<file path="src/rtl/hssi_tc_mailbox_responder.sv">
// hssi_tc_mailbox_responder
// AFU-side responder for the HSSI traffic-controller mailbox. The host drives
// CMD/ADDRESS/RDDATA/WRDATA through a 4-word CSR window. Each accepted RD/WR
// command becomes exactly one Avalon-MM access on the traffic generator/monitor
// CSR space. When the access completes, an ack is raised for the host to poll.
// Optional feature macro: HSSI_MB_TIMEOUT_EN. When it is defined, a read that
// gets no response within TIMEOUT_CYCLES completes with RDDATA=0xDEADBEEF and
// CMD.err set.
module hssi_tc_mailbox_responder #(
   parameter int TC_ADDR_W      = 16,
   parameter int DATA_W         = 32,
   parameter int TIMEOUT_CYCLES = 1024
) (
   input  logic                 clk,
   input  logic                 rst,
   input  logic                 csr_write,
   input  logic                 csr_read,
   input  logic [1:0]           csr_address,
   input  logic [DATA_W-1:0]    csr_writedata,
   output logic [DATA_W-1:0]    csr_readdata,
   output logic                 csr_readdatavalid,
   output logic [TC_ADDR_W-1:0] tc_address,
   output logic                 tc_read,
   output logic                 tc_write,
   output logic [DATA_W-1:0]    tc_writedata,
   input  logic [DATA_W-1:0]    tc_readdata,
   input  logic                 tc_readdatavalid,
   input  logic                 tc_waitrequest
);

   typedef enum logic [2:0] {
      IDLE    = 3'd0,
      RD_REQ  = 3'd1,
      RD_WAIT = 3'd2,
      WR_REQ  = 3'd3,
      DONE    = 3'd4
   } state_t;

   state_t                 state_q;
   logic                   cmdRd_q;
   logic                   cmdWr_q;
   logic                   cmdAck_q;
   logic                   busy_q;
   logic [DATA_W-1:0]      address_q;
   logic [DATA_W-1:0]      wrData_q;
   logic [DATA_W-1:0]      rdData_q;
   logic [TC_ADDR_W-1:0]   tcAddress_q;
   logic [DATA_W-1:0]      tcWriteData_q;
   logic                   tcRead_q;
   logic                   tcWrite_q;
   logic [DATA_W-1:0]      readData_q;
   logic                   readValid_q;
   logic [DATA_W-1:0]      readMux_d;
   logic [DATA_W-1:0]      cmdWord;
   logic                   errBit;
   logic                   cmdWrite;
   logic                   addrWrite;
   logic                   wrDataWrite;

`ifdef HSSI_MB_TIMEOUT_EN
   localparam int TimeoutCntW = $clog2(TIMEOUT_CYCLES + 1);
   localparam logic [TimeoutCntW-1:0] TimeoutLast = TimeoutCntW'(TIMEOUT_CYCLES - 1);
   logic [TimeoutCntW-1:0] timeoutCnt_q;
   logic                   err_q;
   assign errBit = err_q;
`else
   assign errBit = 1'b0;
`endif

   // Host writes to the mailbox only take effect while no access is in flight
   assign cmdWrite    = csr_write && (csr_address == 2'd0) && !busy_q;
   assign addrWrite   = csr_write && (csr_address == 2'd1) && !busy_q;
   assign wrDataWrite = csr_write && (csr_address == 2'd3) && !busy_q;

   assign tc_address        = tcAddress_q;
   assign tc_writedata      = tcWriteData_q;
   assign tc_read           = tcRead_q;
   assign tc_write          = tcWrite_q;
   assign csr_readdata      = readData_q;
   assign csr_readdatavalid = readValid_q;

   // Assemble the CMD status word and select the word the host is reading
   always_comb begin
      cmdWord    = '0;
      cmdWord[0] = cmdRd_q;
      cmdWord[1] = cmdWr_q;
      cmdWord[2] = cmdAck_q;
      cmdWord[3] = busy_q;
      cmdWord[4] = errBit;
      readMux_d  = '0;
      case (csr_address)
         2'd0:    readMux_d = cmdWord;
         2'd1:    readMux_d = address_q;
         2'd2:    readMux_d = rdData_q;
         default: readMux_d = wrData_q;
      endcase
   end

   // Registered host read port, so a read in the ack cycle sees the old CMD
   always_ff @(posedge clk or posedge rst) begin
      if (rst) begin
         readData_q  <= '0;
         readValid_q <= 1'b0;
      end else begin
         readValid_q <= csr_read;
         if (csr_read) begin
            readData_q <= readMux_d;
         end
      end
   end

   // ADDRESS and WRDATA holding registers, frozen while an access is running
   always_ff @(posedge clk or posedge rst) begin
      if (rst) begin
         address_q <= '0;
         wrData_q  <= '0;
      end else begin
         if (addrWrite) begin
            address_q <= csr_writedata;
         end
         if (wrDataWrite) begin
            wrData_q <= csr_writedata;
         end
      end
   end

   // Command decode and the single-access Avalon-MM sequencer
   always_ff @(posedge clk or posedge rst) begin
      if (rst) begin
         state_q       <= IDLE;
         cmdRd_q       <= 1'b0;
         cmdWr_q       <= 1'b0;
         cmdAck_q      <= 1'b0;
         busy_q        <= 1'b0;
         rdData_q      <= '0;
         tcAddress_q   <= '0;
         tcWriteData_q <= '0;
         tcRead_q      <= 1'b0;
         tcWrite_q     <= 1'b0;
`ifdef HSSI_MB_TIMEOUT_EN
         timeoutCnt_q  <= '0;
         err_q         <= 1'b0;
`endif
      end else begin
         case (state_q)
            IDLE: begin
               if (cmdWrite) begin
                  case (csr_writedata[1:0])
                     2'b01, 2'b10: begin
                        cmdRd_q       <= !csr_writedata[1];
                        cmdWr_q       <= csr_writedata[1];
                        cmdAck_q      <= 1'b0;
                        busy_q        <= 1'b1;
                        tcAddress_q   <= address_q[TC_ADDR_W-1:0];
                        tcWriteData_q <= wrData_q;
                        tcRead_q      <= !csr_writedata[1];
                        tcWrite_q     <= csr_writedata[1];
                        state_q       <= csr_writedata[1] ? WR_REQ : RD_REQ;
`ifdef HSSI_MB_TIMEOUT_EN
                        err_q         <= 1'b0;
`endif
                     end
                     2'b00: begin
                        cmdRd_q  <= 1'b0;
                        cmdWr_q  <= 1'b0;
                        cmdAck_q <= 1'b0;
`ifdef HSSI_MB_TIMEOUT_EN
                        err_q    <= 1'b0;
`endif
                     end
                     default: begin
                        cmdAck_q <= 1'b0;
                     end
                  endcase
               end
            end
            RD_REQ: begin
               if (!tc_waitrequest) begin
                  tcRead_q <= 1'b0;
                  if (tc_readdatavalid) begin
                     rdData_q <= tc_readdata;
                     state_q  <= DONE;
                  end else begin
                     state_q  <= RD_WAIT;
                  end
               end
            end
            RD_WAIT: begin
               if (tc_readdatavalid) begin
                  rdData_q <= tc_readdata;
                  state_q  <= DONE;
               end
`ifdef HSSI_MB_TIMEOUT_EN
               else if (timeoutCnt_q == TimeoutLast) begin
                  rdData_q <= DATA_W'(32'hDEADBEEF);
                  err_q    <= 1'b1;
                  state_q  <= DONE;
               end else begin
                  timeoutCnt_q <= timeoutCnt_q + TimeoutCntW'(1);
               end
`endif
            end
            WR_REQ: begin
               if (!tc_waitrequest) begin
                  tcWrite_q <= 1'b0;
                  state_q   <= DONE;
               end
            end
            DONE: begin
               busy_q   <= 1'b0;
               cmdAck_q <= 1'b1;
               state_q  <= IDLE;
`ifdef HSSI_MB_TIMEOUT_EN
               timeoutCnt_q <= '0;
`endif
            end
            default: begin
               state_q <= IDLE;
            end
         endcase
      end
   end

endmodule

</file>
<file path="config.mk">
export PLATFORM = sky130hd
export DESIGN_NAME = hssi_tc_mailbox_responder
export DESIGN_NICKNAME = d
export VERILOG_FILES = /design/src/rtl/hssi_tc_mailbox_responder.sv
export SDC_FILE = /design/constraint.sdc
export NUM_CORES = 1
export LEC_CHECK = 0
export CORE_ASPECT_RATIO = 0.75
export CORE_UTILIZATION = 47
export CTS_CLUSTER_DIAMETER = 30
export DETAILED_ROUTE_END_ITERATION = 12
export GPL_ROUTABILITY_DRIVEN = 1
export GPL_TIMING_DRIVEN = 0
export PLACE_DENSITY = 0.81
export SLEW_MARGIN = 30
export SYNTH_ARGS = -nofsm -noshare
export SYNTH_HDL_FRONTEND = slang
export SYNTH_SLANG_ARGS = --single-unit
</file>
<file path="constraint.sdc">
create_clock -name clk -period 6.9 [get_ports clk]
set_clock_uncertainty 0.05 [all_clocks]
set_input_delay 1.035 -clock clk [delete_from_list [all_inputs] [get_ports clk]]
set_output_delay 1.035 -clock clk [all_outputs]
set_load 0.02 [all_outputs]
</file>
==> reports/metrics.yaml <==
die:
  num_rows: 40
  die_width_um: 152
  pin_count: 155
  die_h_um: 114
  initial_utilization_pct: 48.7
  core_area_sq_um: 16200
  die-area_sq_um: 17300
global_route:
  grt_overflow: 0
  track_usage_pct: 23.2
  grt_max_degree: 100
  antenna_found_initial: 0
  grt_pass1_vias: 5397
  grt_pass1_wl_um: 29500
route:
  viasPerCell: 5.44
  drt_iter0_markers: 270
  dr.pass1.iters: 5
  ant_nets: 0
  routed_wl_um: 19100
  wire_per_inst_um: 20.5
  num_vias: 5050
  post-route-drc-count: 0
outcome:
  status: "finished, final reports clean"
layout:
  area_growth_pct: 30.2
  nFillCells: 1231
  nNetsFinal: 781
  multi_input_area_sq_um: 3040
  layout_common_cells: "dfrtp_1, clkdlybuf4s50_1, mux2_2, mux2_4, nor2_1"
  drive_gt1_share_pct: 31.6
  final_cells: 929
  final_common_cell: "dfrtp_1"
  antennaDiodeCount: 0
  seq_area_sq_um: 4650
clock_tree:
  ctsHoldBuffers: 0
  clk_pin_slew_ns: 0.07
  cts_setup_buffers: 0
  numCtsBuffers: 17
  htreeDepth: 4
  clkSinkCount: 186
  cts_root_buf: "clkbuf_16"
  cts_tree: "yes"
  cts.path.max_buffers: 2
  clk_latency_ns: 0.43
  cts_resized: 0
power_and_ir_drop:
  power_switching_mw: 1.42
  ir_drop_v: 0.000221
  power.total_mw: 4.40
  power_frac_seq_pct: 43.4
  pwr-share-comb_pct: 35.3
  p_sw_share_pct: 32.2
  powerDensity_nw_per_um2: 428
  leakage_nw: 4.53
  pwr-share-clk_pct: 21.4
  internal_power_mw: 2.98
flow_run:
  max_cap_viol_count: 0
synthesis:
  synth_edf_count: 0
  synth_nets: 610
  synth-seq-cells: 186
  ys_async_sr_fraction_pct: 100
  seq_area_frac_synth_pct: 58.9
  synthFlopType: "dfrtp_1"
  synthCells: 535
  synth_warnings: 0
  synth_area_sq_um: 7900
  avgSynthCellArea_sq_um: 14.8
  yosysUniqueCellTypes: 38
setup_path:
  timing.rr.start: "state_q[0]"
  path_cells: "clkdlybuf4s50_1, clkbuf_1, clkbuf_1, clkbuf_1, a21oi_1"
  cp-end-kind: "flip-flop"
  crit_type: "input pin to flip-flop"
  cpMostUsedCell: "clkbuf_1"
  cp_slowest_stage_delay_ns: 0.61
  startpoint_type: "input pin"
  reg2reg_to: "rdData_q[22]"
  startpoint: "csr_read"
  path_max_fanout: 10
  worst_path_max_delay_cell: "clkbuf_1"
  r2r_setup_slack_ns: 4.66
  reg2regPathDepth: 5
  crit_required_ns: 7.12
  arrival_ns: 3.14
place:
  place.gp.congestion: 0.823
  numPortBuffers: 151
  dp.final_hpwl_um: 13400
  place_inst: 897
worst_hold_path:
  hp-class: "flip-flop to flip-flop"
  hold_path_end: "address_q[28]"
  hold_depth: 1
  min-delay-start: "address_q[28]"
timing:
  setup_viol: 0
  whs_ns: 0.444
  fin_crit_ns: 2.92
  fmax_mhz: 342
  min_period_over_period_pct: 42.3
  rsz0062_at_grt: "false"
  worstMarginPinSlew_ns: 0.780
  slew_viol_final: 0
  hold_viol: 0
  tns_ns: 0
  slew_headroom_pct: 48.0
[worst max-delay path by stage]
stage	endpoint	slack, ns	cells after the start
2_1_floorplan	address_q[0]	0.76	1
3_3_place_gp	rdData_q[26]	-1.29	2
3_5_place_dp	csr_readdata[13]	3.60	5
4_1_cts	csr_readdata[12]	4.04	5
5_1_grt	csr_readdata[14]	3.92	5
6_report	csr_readdata[14]	3.98	5
[area by class of cell]
class,count,share of cell area (%)
Sequential cell,186,45.2
Timing Repair Buffer,152,15.0
Clock inverter,15,1.48
Clock buffer,17,4.13
Multi-Input combinational cell,308,29.5
Inverter,4,0.219
Tap cell,210,2.55
Buffer,37,1.88
[per-layer routing]
metal  GRT usage (%)  routed length [um]  part of all wire (%)
met4            6.53                 115                  0.60
met3            5.66                1190                   6.3
met1            32.8                8950                    47
met2            35.5                8790                    46
met5               0                   0                     0
[flip-flops by register name, summed over array words and instances, names as in the netlist, 3 cells and up]
name and cells:
csr_readdata 32, tc_address 16, wrData_q 32, rdData_q 32
address_q 32, state_q 3, tc_writedata 32
[cells by family after synthesis]
logic type	after synthesis	synth area share, %
adders and majority gates	3	0.475
muxes	181	28.6
and+or+nand+nor	53	3.61
DFF	186	58.9
buffers and inverters	41	2.64
AOI/OAI and AO/OA	71	5.73
[critical path: cells and delay by family]
| family | cells | cell delay [ns] |
|---|---|---|
| AOI/OAI and AO/OA | 1 | 0.15 |
| buffers and inverters | 4 | 1.94 |
[Yosys cell counts, types with 2 or more instances]
cell type / n / area [sq um]
dfrtp_1: 186 / 4650
mux2_2: 123 / 1390
mux2_4: 48 / 721
nor2_1: 32 / 120
a21oi_1: 30 / 150
a22oi_1: 28 / 210
clkbuf_1: 17 / 63.8
buf_2: 8 / 40.0
buf_1: 6 / 22.5
buf_6: 6 / 67.6
nand2_1: 6 / 22.5
mux2_1: 5 / 56.3
inv_1: 4 / 15.0
mux4_2: 4 / 90.1
ha_1: 3 / 37.5
nor2b_1: 3 / 18.8
o21ai_0: 3 / 15.0
nand4b_1: 2 / 17.5
o211ai_1: 2 / 15.0
[power groups by stage]
stage	combinational (mW)	clock, mW	sequential (mW)
floorplan	0.756	0	2.05
global placement	1.51	0	1.89
detailed placement	1.56	0	1.92
CTS	1.57	0.959	1.90
global route	1.65	1.00	1.97
finish	1.55	0.940	1.91
[stage by stage]
stage | setup slack [ns] | util, % | instance area, sq um
6_report | 3.98 | 63.4 | 10300
5_1_grt | 3.92 | 63.4 | 10300
4_1_cts | 4.04 | 63.4 | 10300
3_5_place_dp | 3.60 | 59.9 | 9710
3_3_place_gp | -1.29 | 59.7 | 9680
2_1_floorplan | 0.758 | - | 7900
No activity file was read; power rests on OpenSTA's default activity.
==> edit (same settings) <==
Encoding of `state_t`: now one-hot (5 bits for 5 states).
--- a/src/rtl/hssi_tc_mailbox_responder.sv
+++ b/src/rtl/hssi_tc_mailbox_responder.sv
@@ -28,12 +28,12 @@
    input  logic                 tc_waitrequest
 );
 
-   typedef enum logic [2:0] {
-      IDLE    = 3'd0,
-      RD_REQ  = 3'd1,
-      RD_WAIT = 3'd2,
-      WR_REQ  = 3'd3,
-      DONE    = 3'd4
+   typedef enum logic [4:0] {
+      IDLE    = 5'b00001,
+      RD_REQ  = 5'b00010,
+      RD_WAIT = 5'b00100,
+      WR_REQ  = 5'b01000,
+      DONE    = 5'b10000
    } state_t;
 
    state_t                 state_q;
Check against the original RTL: same outputs for any inputs over 4 cycles, from zero or initial values and one cycle with rst high; so few cycles prove little.
==> edit against the unedited design <==
First-iteration DRC count increased by 63%; count of clock-buffer cells in the layout increased by 6; setup slack improved by 40 ps; area after synthesis increased by 2.2%; critical path depth unchanged; wire length increased by 6.7%; sequential cell count increased by 2; maximum frequency increased by 1.4%; register-to-register slack improved by 120 ps; design area increased by 2.1%; critical path type unchanged; non-clock buffer count increased by 3.
Power is not compared: it rests on default switching activity, and its combinational part moved more than twofold at a synthesized area within 25%.
==> edit: results (changes against the unedited design) <==
- Largest voltage drop on the vdd net: between 0.0001 and 0.00015 V
* Crit path from: csr_read
- Number of I/O port buffers: 152 (+0.66%)
* Number of fillers in the final layout: 1251 (+1.6%)
- The fraction of layout cells with a size suffix above 1 was 32.4% (+0.86 points).
- The post-layout net count was 805 (+3.1%).
- The area after detailed placement was 0.00993 sq mm (+2.3%).
* Average wire length per cell after detail routing: 21.2 um (+3.4%)
- CTS Root Buffer Type: sky130_fd_sc_hd__clkbuf_16
- In this run, the clock network consumes between 30% and 40% of the power.
- Critical path fanouts, max: 10 (unchanged)
- Kind of path behind the tightest hold check: reg2reg
- The endpoint arrival time on the critical path is 3100 ps (-40 ps).
- Count of cell types in the netlist: 43 (+13%)
* Transition time at the pin with the least slew margin: 869 ps (+88.8 ps)
- The share of total power dissipated in combinational logic is 20.3%.
* First-pass iteration count of the detailed router: 4 (-1)
- The share of the yosys chip area belonging to registers is 58.3% (-0.64 points).
* Final setup violating endpoints: 0 (unchanged)
* Cell-internal power: between 0.002 and 0.0025 W
- Source-to-sink clock delay at the later pin of the worst-skew pair: 430 ps (about the same)
- The hold-critical path depth is 1 (unchanged).
* Hold Crit Start: rdData_q[0]$_DFFE_PP0P_
- In the post-synthesis netlist, the biggest area contributors are sky130_fd_sc_hd__dfrtp_1 (58%), sky130_fd_sc_hd__mux2_2 (18%), sky130_fd_sc_hd__mux2_4 (8.6%).
- Most numerous cell types in the synthesized netlist: sky130_fd_sc_hd__dfrtp_1 (187), sky130_fd_sc_hd__mux2_2 (130), sky130_fd_sc_hd__mux2_4 (46)
* Fraction of registers with async set/reset: 100% (unchanged)
* Post-DR vias/cell: 5.52 (+1.5%)
- The analysis attributes to cell leakage a power of roughly 4.9 nW.
- The total of warnings raised by yosys was 0 (unchanged).
- The number of setup buffers added after CTS is 0 (unchanged).
* Post-CTS clock slew at the launch and capture registers of the worst setup and hold paths: roughly 60 ps
- The net count after synthesis is 632 (+3.6%).
- Inserted Clock Buffers: 17 (unchanged)
* Largest net degree at the start of global routing: 83 (-17%)
- Number of antenna violations at the first check in global routing: 0 (unchanged)
- The number of cells upsized or downsized after cts is 0 (unchanged).
- Number of antenna cells inserted: 0 (unchanged)
- Reg2Reg Depth: 6 (+1)
- The global routing usage summed across all routing layers came to 24.2% (+1.1 points).
- The number of buffers between clock root and the deepest sink came to 2 (unchanged).
- The run finished with clean final reports.
- The global-route wire length before repair came to 32300 um (+9.6%).
- The via count of the first global-routing pass is 5715 (+5.9%).
- Worst slack at placement: 3590 ps (-7.34 ps)
- Drt first-iter violations: 440 (+63%)
- The detailed-placement wirelength estimate is 14000 um (+4.7%).
- The number of levels in the clock H-tree came to 4 (unchanged).
* FF-to-FF Start: state_q[2]$_DFFE_PP0P_
- The final weighted congestion in routability-driven placement came to 0.824 (+0.21%).
==> edit: cell types whose count changed in the layout (fill, tap and decap cells not counted), moves of 3 or more <==
cell and delta:
sky130_fd_sc_hd__a21oi_1 +3, sky130_fd_sc_hd__buf_4 +3, sky130_fd_sc_hd__clkbuf_8 +4, sky130_fd_sc_hd__clkinv_2 +3, sky130_fd_sc_hd__inv_6 -5, sky130_fd_sc_hd__inv_8 -3
sky130_fd_sc_hd__mux2_1 -4, sky130_fd_sc_hd__mux2_2 +7, sky130_fd_sc_hd__nand2_1 +4, sky130_fd_sc_hd__nand4_1 +4, sky130_fd_sc_hd__nor2_1 +5
==> edit: area by class of cell <==
class | count | area, sq um | share of cell area [%]
Clock inverter | 9 | 87.6 | 0.834
Multi-Input combinational cell | 326 | 3130 | 29.8
Timing Repair Buffer | 154 | 1580 | 15.0
Inverter | 5 | 26.3 | 0.250
Buffer | 38 | 219 | 2.08
Sequential cell | 188 | 4710 | 44.8
Clock buffer | 23 | 488 | 4.65
Tap cell | 215 | 269 | 2.56
==> edit: cells by family (layout without fill, tap and decap cells) <==
family / count (synthesis) / in the layout / share of synthesized area [%]
AO/OA/AOI/OAI: 72 / 72 / 5.76
buffers and inverters: 43 / 229 / 2.94
flip-flops: 188 / 188 / 58.3
XOR/XNOR: 1 / 1 / 0.108
multiplexers: 181 / 181 / 27.9
AND/OR/NAND/NOR: 69 / 69 / 4.52
adder cells (fa/ha/maj): 3 / 3 / 0.465
==> edit: metal layers <==
| layer | track usage [%] | vias up | wire length, um | share of wire (%) |
|---|---|---|---|---|
| met3 | 6.73 | 19 | 1270 | 6.3 |
| met1 | 34.0 | 2717 | 9630 | 47 |
| met4 | 7.20 | 0 | 214 | 1.1 |
| li1 | - | 2361 | - | - |
| met5 | 0 | - | 0 | 0 |
| met2 | 37.0 | 187 | 9200 | 45 |
==> edit: path summary, 6_finish.rpt <==
check,to,slack [ps]
max,csr_readdata[19]$_DFFE_PP0P_,4020
min in group asynchronous,wrData_q[0]$_DFFE_PP0P_,910
min,rdData_q[0]$_DFFE_PP0P_,450
max reg2reg,rdData_q[3]$_DFFE_PP0P_,4780
min reg2reg,rdData_q[0]$_DFFE_PP0P_,450
max in group asynchronous,state_q[0]$_DFFE_PP1P_,5180
==> edit: critical path, stage by stage <==
cell and delay (ps):
sky130_fd_sc_hd__clkdlybuf4s50_1 470, sky130_fd_sc_hd__clkbuf_1 310, sky130_fd_sc_hd__clkbuf_1 550, sky130_fd_sc_hd__clkbuf_1 570, sky130_fd_sc_hd__a21oi_1 160
==> edit: through the flow <==
stage,power (W),std cells,utilization [%]
2_1_floorplan,0.00173,557,-
3_3_place_gp,0.00196,924,58.6
3_5_place_dp,0.00199,926,59.0
4_1_cts,0.00294,958,62.4
5_1_grt,0.00305,958,62.4
6_report,0.00293,958,62.4
